`config.mk`:
```
export PLATFORM = sky130hd
export DESIGN_NAME = snn_spike_decoder
export DESIGN_NICKNAME = d
export VERILOG_FILES = /design/src/rtl/snn_decoder_pkg.sv /design/src/rtl/snn_spike_counter.sv /design/src/rtl/snn_spike_decoder.sv
export SDC_FILE = /design/constraint.sdc
export NUM_CORES = 1
export LEC_CHECK = 0
export ABC_AREA = 1
export CORE_MARGIN = 1
export CORE_UTILIZATION = 40
export CTS_CLUSTER_DIAMETER = 200
export DETAILED_ROUTE_END_ITERATION = 8
export GPL_ROUTABILITY_DRIVEN = 1
export SLEW_MARGIN = 20
export SYNTH_ARGS = -nofsm -noshare
export SYNTH_HDL_FRONTEND = slang
export SYNTH_SLANG_ARGS = --single-unit
```
`constraint.sdc`:
```
create_clock -name clk -period 2.1 [get_ports clk]
set_input_delay 0.21 -clock clk [delete_from_list [all_inputs] [get_ports clk]]
set_output_delay 0.21 -clock clk [all_outputs]
set_load 0.005 [all_outputs]
```
`src/rtl/snn_decoder_pkg.sv`:
```
// Shared types and helpers for the spike-rate decoder.
package snn_decoder_pkg;

    // Decoder control states
    typedef enum logic [1:0] {
        IDLE   = 2'd0,
        ACCUM  = 2'd1,
        ARGMAX = 2'd2,
        DONE   = 2'd3
    } state_t;

    localparam int unsigned SAT_MAX_BITS = 32;

    // Increment val, clamping at the all-ones value of a `width`-bit counter
    function automatic logic [SAT_MAX_BITS-1:0] sat_inc(
        input logic [SAT_MAX_BITS-1:0] val,
        input int unsigned             width
    );
        logic [SAT_MAX_BITS-1:0] max_val;
        max_val = (width >= SAT_MAX_BITS) ? '1
                : ((SAT_MAX_BITS'(1) << width) - SAT_MAX_BITS'(1));
        return (val >= max_val) ? max_val : (val + SAT_MAX_BITS'(1));
    endfunction

endpackage

```
`src/rtl/snn_spike_counter.sv`:
```
// Single per-neuron saturating spike counter.
module snn_spike_counter
    import snn_decoder_pkg::*;
#(
    parameter int unsigned COUNT_BITS = 8
) (
    input  logic                  clk,
    input  logic                  rst_n,
    input  logic                  clear,
    input  logic                  inc_en,
    input  logic                  spike,
    output logic [COUNT_BITS-1:0] count
);

    // Clear on decode start, count spikes while accumulating, never wrap
    always_ff @(posedge clk) begin
        if (!rst_n) begin
            count <= '0;
        end else if (clear) begin
            count <= '0;
        end else if (inc_en && spike) begin
            count <= COUNT_BITS'(sat_inc(SAT_MAX_BITS'(count), COUNT_BITS));
        end
    end

endmodule

```
`src/rtl/snn_spike_decoder.sv`:
```
// Rate-coded output decoder: windowed spike counting plus sequential argmax.
// Optional feature macro: SNN_DECODER_READOUT_EN adds count_sel/count_out,
// a combinational readout of any per-neuron counter.
module snn_spike_decoder
    import snn_decoder_pkg::*;
#(
    parameter int unsigned NEURONS     = 8,
    parameter int unsigned COUNT_BITS  = 8,
    parameter int unsigned WINDOW_BITS = 8
) (
    input  logic                       clk,
    input  logic                       rst_n,
    input  logic                       enable,
    input  logic [NEURONS-1:0]         spikes,
    input  logic [WINDOW_BITS-1:0]     window_len,
    input  logic                       start,
    output logic                       busy,
    output logic                       done,
    output logic [$clog2(NEURONS)-1:0] winner,
    output logic [COUNT_BITS-1:0]      winner_count,
    output logic                       tie
`ifdef SNN_DECODER_READOUT_EN
    ,
    input  logic [$clog2(NEURONS)-1:0] count_sel,
    output logic [COUNT_BITS-1:0]      count_out
`endif
);

    localparam int unsigned      IDX_W    = $clog2(NEURONS);
    localparam logic [IDX_W-1:0] LAST_IDX = IDX_W'(NEURONS - 1);

    state_t                 state;
    state_t                 state_next;
    logic                   clear_c;
    logic                   inc_en_c;
    logic                   scan_c;

    logic [WINDOW_BITS-1:0] remaining;

    logic [COUNT_BITS-1:0]  counts [NEURONS];

    logic [IDX_W-1:0]       scan_idx;
    logic [COUNT_BITS-1:0]  best;
    logic [IDX_W-1:0]       best_idx;
    logic                   tie_r;

    logic [COUNT_BITS-1:0]  scan_count_c;
    logic [COUNT_BITS-1:0]  cand_best_c;
    logic [IDX_W-1:0]       cand_idx_c;
    logic                   cand_tie_c;

    // Per-neuron spike counters
    for (genvar i = 0; i < NEURONS; i++) begin : g_cnt
        snn_spike_counter #(
            .COUNT_BITS(COUNT_BITS)
        ) u_cnt (
            .clk    (clk),
            .rst_n  (rst_n),
            .clear  (clear_c),
            .inc_en (inc_en_c),
            .spike  (spikes[i]),
            .count  (counts[i])
        );
    end

    // State register
    always_ff @(posedge clk) begin
        if (!rst_n) begin
            state <= IDLE;
        end else begin
            state <= state_next;
        end
    end

    // Next-state and control strobes
    always_comb begin
        state_next = state;
        clear_c    = 1'b0;
        inc_en_c   = 1'b0;
        scan_c     = 1'b0;
        case (state)
            IDLE: begin
                if (start) begin
                    clear_c    = 1'b1;
                    state_next = (window_len == '0) ? ARGMAX : ACCUM;
                end
            end
            ACCUM: begin
                if (enable) begin
                    inc_en_c = 1'b1;
                    if (remaining == WINDOW_BITS'(1)) begin
                        state_next = ARGMAX;
                    end
                end
            end
            ARGMAX: begin
                scan_c = 1'b1;
                if (scan_idx == LAST_IDX) begin
                    state_next = DONE;
                end
            end
            DONE: begin
                state_next = IDLE;
            end
            default: begin
                state_next = IDLE;
            end
        endcase
    end

    // Window counter: loaded on accepted start, counts down on enabled samples
    always_ff @(posedge clk) begin
        if (!rst_n) begin
            remaining <= '0;
        end else if (clear_c) begin
            remaining <= window_len;
        end else if (inc_en_c) begin
            remaining <= remaining - WINDOW_BITS'(1);
        end
    end

    // Argmax step: fold the neuron under scan into the running best
    always_comb begin
        scan_count_c = counts[scan_idx];
        cand_best_c  = best;
        cand_idx_c   = best_idx;
        cand_tie_c   = tie_r;
        if (scan_idx == '0) begin
            cand_best_c = scan_count_c;
            cand_idx_c  = '0;
            cand_tie_c  = 1'b0;
        end else if (scan_count_c > best) begin
            cand_best_c = scan_count_c;
            cand_idx_c  = scan_idx;
            cand_tie_c  = 1'b0;
        end else if (scan_count_c == best) begin
            cand_tie_c = 1'b1;
        end
    end

    // Scan registers; index parks at 0 whenever not scanning
    always_ff @(posedge clk) begin
        if (!rst_n) begin
            scan_idx <= '0;
            best     <= '0;
            best_idx <= '0;
            tie_r    <= 1'b0;
        end else if (scan_c) begin
            best     <= cand_best_c;
            best_idx <= cand_idx_c;
            tie_r    <= cand_tie_c;
            scan_idx <= (scan_idx == LAST_IDX) ? '0 : (scan_idx + IDX_W'(1));
        end else begin
            scan_idx <= '0;
        end
    end

    // Status and result registers; results latch on the edge entering DONE
    always_ff @(posedge clk) begin
        if (!rst_n) begin
            busy         <= 1'b0;
            done         <= 1'b0;
            winner       <= '0;
            winner_count <= '0;
            tie          <= 1'b0;
        end else begin
            busy <= (state_next == ACCUM) || (state_next == ARGMAX);
            done <= (state_next == DONE);
            if (scan_c && (scan_idx == LAST_IDX)) begin
                winner       <= cand_idx_c;
                winner_count <= cand_best_c;
                tie          <= cand_tie_c;
            end
        end
    end

`ifdef SNN_DECODER_READOUT_EN
    // Debug readout of any counter; out-of-range selects read as zero
    always_comb begin
        count_out = '0;
        if (32'(count_sel) < NEURONS) begin
            count_out = counts[count_sel];
        end
    end
`endif

endmodule

```
# After elaboration in Yosys (flattened, before gate mapping)
# Cells that the tools add are included.
# totals
ff_bits	103
in_bits	20
out_inout_bits	14
# op_classes
add_sub_neg	10
order_cmp	10
eq_ne	9
n_mux	31
bitwise_logic	3
reduce_logical	16
# ops
op	n
2-to-1 mux 8 bit	14
adder 8 x 1 -> 8 bit (second input constant)	8
>= comparator 8 bit (second input constant)	8
binary-select mux 8 bit (select 3 bit)	1
2-to-1 mux 2 bit	5
logical AND 1 bit	9
== test 2 bit (second input constant)	4
== test 8 x 1 -> 1 bit (second input constant)	1
== test 8 bit	1
greater-than comparator 8 bit	1
logical NOT 8 bit	1
2-to-1 mux 1 bit	8
one-hot mux 2 bit (4 select lines)	1
subtractor 8 x 1 -> 8 bit (second input constant)	1
2-to-1 mux 3 bit	2
== test 2 x 1 -> 1 bit (second input constant)	2
>= comparator 4 bit (second input constant)	1
inverter 3 -> 4 bit	1
adder 3 x 1 -> 3 bit (second input constant)	1
== test 3 bit (second input constant)	1
logical NOT 3 bit	1
OR reduction 3 bit	1
logical NOT 2 bit	1
inverter 1 bit	2
other kinds (3)	3

# Depth between registers and ports, before layout
# depth
ltp_word	8
ltp_mapped	22
mapped_depth_nobuf	21

# Cells and area by module
# A second synthesis with hierarchy kept.
# hier_totals
hier_cells	934
hier_area_um2	6480.0
# by_module_without_submodules
module	n_inst	cells_per_inst	area_each_um2	seq_area_each_um2
snn_spike_counter	8	64	466.7	160.2
snn_spike_decoder	1	422	2746.4	780.7

# Worst setup path after synthesis
# No wires, ideal clock.
# synth_timing
path_kind	register -> register
startpoint	reg scan_idx[0]
endpoint	reg best[2]
setup_ns	0.056
t_arrival_ns	2.236
required_ns	2.044
slack_ns	-0.192
stages_incl_launch_ff	18
path_buffers	3
path_cell_list	dfxtp_1 -> buf_4 -> buf_2 -> a21oi_1 -> o21ai_0 -> nand2_1 -> nand2_1 -> nand2_1 -> ha_1 -> nand2_1 -> nor2_1 -> nand4_1 -> nand2_1 -> buf_2 -> nand3_1 -> nand3_1 -> nand2_1 -> inv_1
# synth_via
elab_chain_len	7
word_cells_on_any_way	8
# synth_rtl
element	line_no	source
from (decl)	snn_spike_decoder.sv:42	logic [IDX_W-1:0] scan_idx;
from (signal assigned)	snn_spike_decoder.sv:152	scan_idx <= (scan_idx == LAST_IDX) ? '0 : (scan_idx + IDX_W'(1));
inverter 3 -> 4 bit (implied by the code)	snn_spike_decoder.sv:124	scan_count_c = counts[scan_idx];
binary-select mux 8 bit (select 3 bit)	snn_spike_decoder.sv:124	
2-to-1 mux 8 bit (implied by the code) (2 in series)	snn_spike_decoder.sv:124	
greater-than comparator 8 bit	snn_spike_decoder.sv:132	end else if (scan_count_c > best) begin
2-to-1 mux 8 bit	snn_spike_decoder.sv:132	
2-to-1 mux 8 bit *	snn_spike_decoder.sv:128	if (scan_idx == '0) begin
to (signal assigned)	snn_spike_decoder.sv:149	best <= cand_best_c;
to (decl)	snn_spike_decoder.sv:43	logic [COUNT_BITS-1:0] best;
# Mark *: on every way between the ends. The rest lies on a longest branch, timed or not. The select of a mux whose other input is x is not followed.
# A chain may end at the register's enable or synchronous reset.

# Final worst setup path
# layout_timing
startpoint	reg scan_idx[0]
endpoint	reg winner_count[0]
# layout_via
elab_chain_len	7
word_cells_on_any_way	10
# layout_rtl
element	line_no	source
inverter 3 -> 4 bit (implied by the code)	snn_spike_decoder.sv:124	
binary-select mux 8 bit (select 3 bit)	snn_spike_decoder.sv:124	
2-to-1 mux 8 bit (implied by the code) (2 in series)	snn_spike_decoder.sv:124	
greater-than comparator 8 bit	snn_spike_decoder.sv:132	
2-to-1 mux 8 bit	snn_spike_decoder.sv:132	
2-to-1 mux 8 bit	snn_spike_decoder.sv:128	
to (signal assigned)	snn_spike_decoder.sv:171	winner_count <= cand_best_c;
to (decl)	snn_spike_decoder.sv:20	output logic [COUNT_BITS-1:0] winner_count,
# Parallel ways exist; a longest one is shown, timed or not. The select of a mux whose other input is x is not followed.

==> results.py <==
metrics = {
    "worst_setup_path": {
        "crit_required_ns": 2.36,
        "r2r_end": "winner_count[0]",
        "worst_path_most_repeated_cell": "nand2_1",
        "crit_path_top_delay_cell": "dfxtp_4",
        "reg2reg_from": "scan_idx[0]",
        "critPathKind": "reg -> reg",
        "path_cells": "buf_12 > clkinv_8 > buf_4 > nor2_1 > o22ai_1 > nand2_1 > nand2_2 > ha_4 > nand2_1 > nand2_1 > nand2_1 > nand2_1 > nand2_1 > nand2_2 > nand2_4 > clkbuf_16 > nand3_1 > nand3_1 > nand2_1 > inv_1",
        "worstRegToRegCells": 20,
        "cp_top_family": "simple AND/OR/NAND/NOR gates",
        "path_depth": 20,
        "cp-end-kind": "flop",
        "r2r_slack_ns": -0.32,
        "slowest_delay_ns": 0.39,
        "cp_max_fo": 6,
        "cp.arrival_ns": 2.67,
        "start_kind": "flop",
        "critPathLaunch": "scan_idx[0]",
        "critPathCapture": "winner_count[0]",
        "worst-path-buf-inv": 5,
    },
    "logic_synthesis": {
        "yosysWarnings": 0,
        "synthCells": 848,
        "synth_seq_cells": 103,
        "syn_area_um2": 5790,
        "ys_seq_area_frac": 0.356,
        "synth_async_sr_flop_share": 0,
        "postSynthAreaPerCell_um2": 6.83,
        "synth_cell_types": 42,
        "syn_nets": 890,
        "synth-edff-count": 0,
        "synth_top_flop_cell": "dfxtp_1",
    },
    "final_layout": {
        "finalInstanceArea_um2": 7770,
        "diodes": 0,
        "finalNetCount": 1017,
        "fill_cells": 1381,
        "drive_above_1_share": 0.206,
        "area_growth_pct": 34.2,
    },
    "grt": {
        "grt_util_all_layers": 0.206,
        "grtUsageMet3": 0.0460,
        "grt_pass1_vias": 5187,
        "grt_util_met1": 0.261,
        "grt_pass1_wl_um": 24200,
        "grt_use_met2": 0.345,
        "grt_busiest_layer": "met2",
        "gr-total-overflow": 0,
        "grt_start_max_net_pins": 25,
        "antenna_found_initial": 0,
    },
    "clock_tree": {
        "clockRootBuffer": "clkbuf_16",
        "cts.sinks": 103,
        "htree_num_levels": 3,
        "tritoncts": "done",
        "postCtsHoldBufs": 0,
        "clk_pin_slew_ns": 0.06,
        "clock_latency_ns": 0.36,
        "cts_buffer_depth": 2,
        "cts_made_buffers": 9,
    },
    "sta": {
        "fin_crit_sh": 1.15,
        "hold_ws_ns": 0.461,
        "final_hold_viol_count": 0,
        "setup_viol": 24,
        "tns_ns": -6.79,
        "setup_ws_ns": -0.319,
        "max_slew_margin": 0.626,
        "clock.fmax_ghz": 0.413,
        "period_needed_ns": 2.42,
        "worst_pin_slew_ns": 0.559,
        "drv_slew": 0,
        "rsz0062_at_grt": "yes",
        "skew_ns": 0.00932,
    },
    "floorplanning": {
        "die_area_um2": 15000,
        "pin_count": 34,
        "rows": 43,
        "core_um2": 14000,
        "die_h_um": 122,
        "initial_utilization": 0.414,
        "die_w_um": 122,
    },
    "power": {
        "total_power_mw": 3.95,
        "ir_worst_vdd_uv": 365,
        "p_leak_nw": 3.40,
        "powerDensity_nw_per_um2": 508,
    },
    "routing": {
        "firstDrtPassIters": 5,
        "routed_via_density": 4.94,
        "drtAntennaViolNets": 0,
        "finalWirelength_um": 15000,
        "drc": 0,
        "vias": 5714,
        "drtIter0Drc": 290,
        "route.detailed.wl_per_inst_um": 13.0,
    },
    "job": {
        "maxCapViolations": 0,
    },
    "placed_design": {
        "port_buffers": 33,
        "pre_cts_slack_ns": -0.236,
        "place.gp.congestion": 0.825,
        "dpl.hpwl_um": 10700,
        "postPlaceCellArea_um2": 7050,
    },
    "status": {
        "outcome": "finished, violations left",
        "failed_checks": "negative setup slack",
    },
    "min_path": {
        "hp-class": "in -> reg",
    },
}
## layer usage
layer  vias up  wire length [µm]
li1       3045                 -
met1      2576              7130
met2        73              7140
met3        20               490
met4         0               259
met5         -                 0
## cells by family (layout without fill, tap and decap cells)
family | after synthesis | after routing | share of synthesized area
AND/OR/NAND/NOR | 369 | 369 | 0.285
XOR/XNOR | 21 | 21 | 0.0318
flip-flops | 103 | 103 | 0.356
buffers and inverters | 148 | 277 | 0.102
AO/OA/AOI/OAI | 185 | 185 | 0.178
adder cells (fa/ha/maj) | 22 | 22 | 0.0475
## flip-flops by register name (all words and copies together) (netlist names)
| name | flops |
|---|---|
| g_cnt.u_cnt.count | 64 |
| best | 8 |
| remaining | 8 |
| winner_count | 8 |
| best_idx | 3 |
| scan_idx | 3 |
| winner | 3 |
| state | 2 |
| busy | 1 |
| done | 1 |
| tie | 1 |
| tie_r | 1 |
## cells in the mapped netlist, types with 9 or more instances
cell,instances,area share
a21oi_1,54,0.047
xor2_1,15,0.023
nor2_1,77,0.050
o21a_1,9,0.012
nand2_1,185,0.12
ha_1,22,0.048
dfxtp_1,103,0.36
o21ai_0,70,0.061
inv_1,115,0.075
nor3_1,11,0.0095
nand3_1,62,0.054
clkbuf_1,13,0.0084
buf_2,11,0.0095
a31oi_1,30,0.032
## stage by stage
stage	std cells	util
after floorplan	848	-
after global placement	1131	0.504
after detailed placement	1131	0.504
after CTS	1145	0.526
after global routing	1157	0.556
final	1157	0.556
## final cells by class
type / instances / area, µm² / area share
clock buffer: 11 / 243 / 0.0312
clock inverter: 2 / 10.0 / 0.00129
inverter: 121 / 473 / 0.0609
multi-input combinational: 597 / 3410 / 0.439
sequential: 103 / 2070 / 0.266
tap: 180 / 225 / 0.0290
timing repair buffer: 140 / 1310 / 0.169
timing repair inverter: 3 / 33.8 / 0.00435
## layout by cell type (no fill, tap or decap), drive strengths merged, types with 8 or more instances in the layout
cell type / synthesis / final
nand4: 8 / 8
clkbuf: 13 / 15
o21ai: 74 / 74
or2: 8 / 8
a31oi: 30 / 30
ha: 22 / 22
nor2: 81 / 81
nor3: 12 / 12
inv: 119 / 120
clkdlybuf4s50: 0 / 33
dfxtp: 103 / 103
nand3: 62 / 62
a211oi: 8 / 8
o21a: 9 / 9
buf: 14 / 103
a21oi: 54 / 54
nand2: 194 / 194
xor2: 15 / 15
## report_power, final
part	internal [mW]	leakage [nW]	switching (mW)
sequential	1.98	0.833	0.0209
combinational	0.194	2.44	0.239
clock	0.812	0.127	0.703
## what timing repair did
item | CTS | global route
hold endpoints to repair | 0 | 0
gates resized for setup | 17 | 73
pin swaps | 3 | 12
buffers inserted | 1 | 5
cloned | 0 | 7
setup endpoints to repair | 24 | 24
## worst reg2reg max path: cells and delay by family, from the launching register on
kind / cells / cell delay [ns]
fa+ha+maj: 1 / 0.28
simple gates: 13 / 1.00
flops: 1 / 0.39
buf+inv: 5 / 0.55
compound gates: 1 / 0.10
## worst min-delay path by stage
stage / start / endpoint / slack [ns] / depth (start not counted)
after floorplan: window_len[1] / remaining[1] / 0.36 / 2
after global placement: g_cnt[4].u_cnt.count[6] / g_cnt[4].u_cnt.count[6] / 0.48 / 1
after detailed placement: g_cnt[4].u_cnt.count[6] / g_cnt[4].u_cnt.count[6] / 0.48 / 1
after CTS: window_len[6] / remaining[6] / 0.45 / 3
after global routing: window_len[4] / remaining[4] / 0.47 / 3
final: window_len[6] / remaining[6] / 0.46 / 3
No activity file was read; power rests on OpenSTA's default activity.
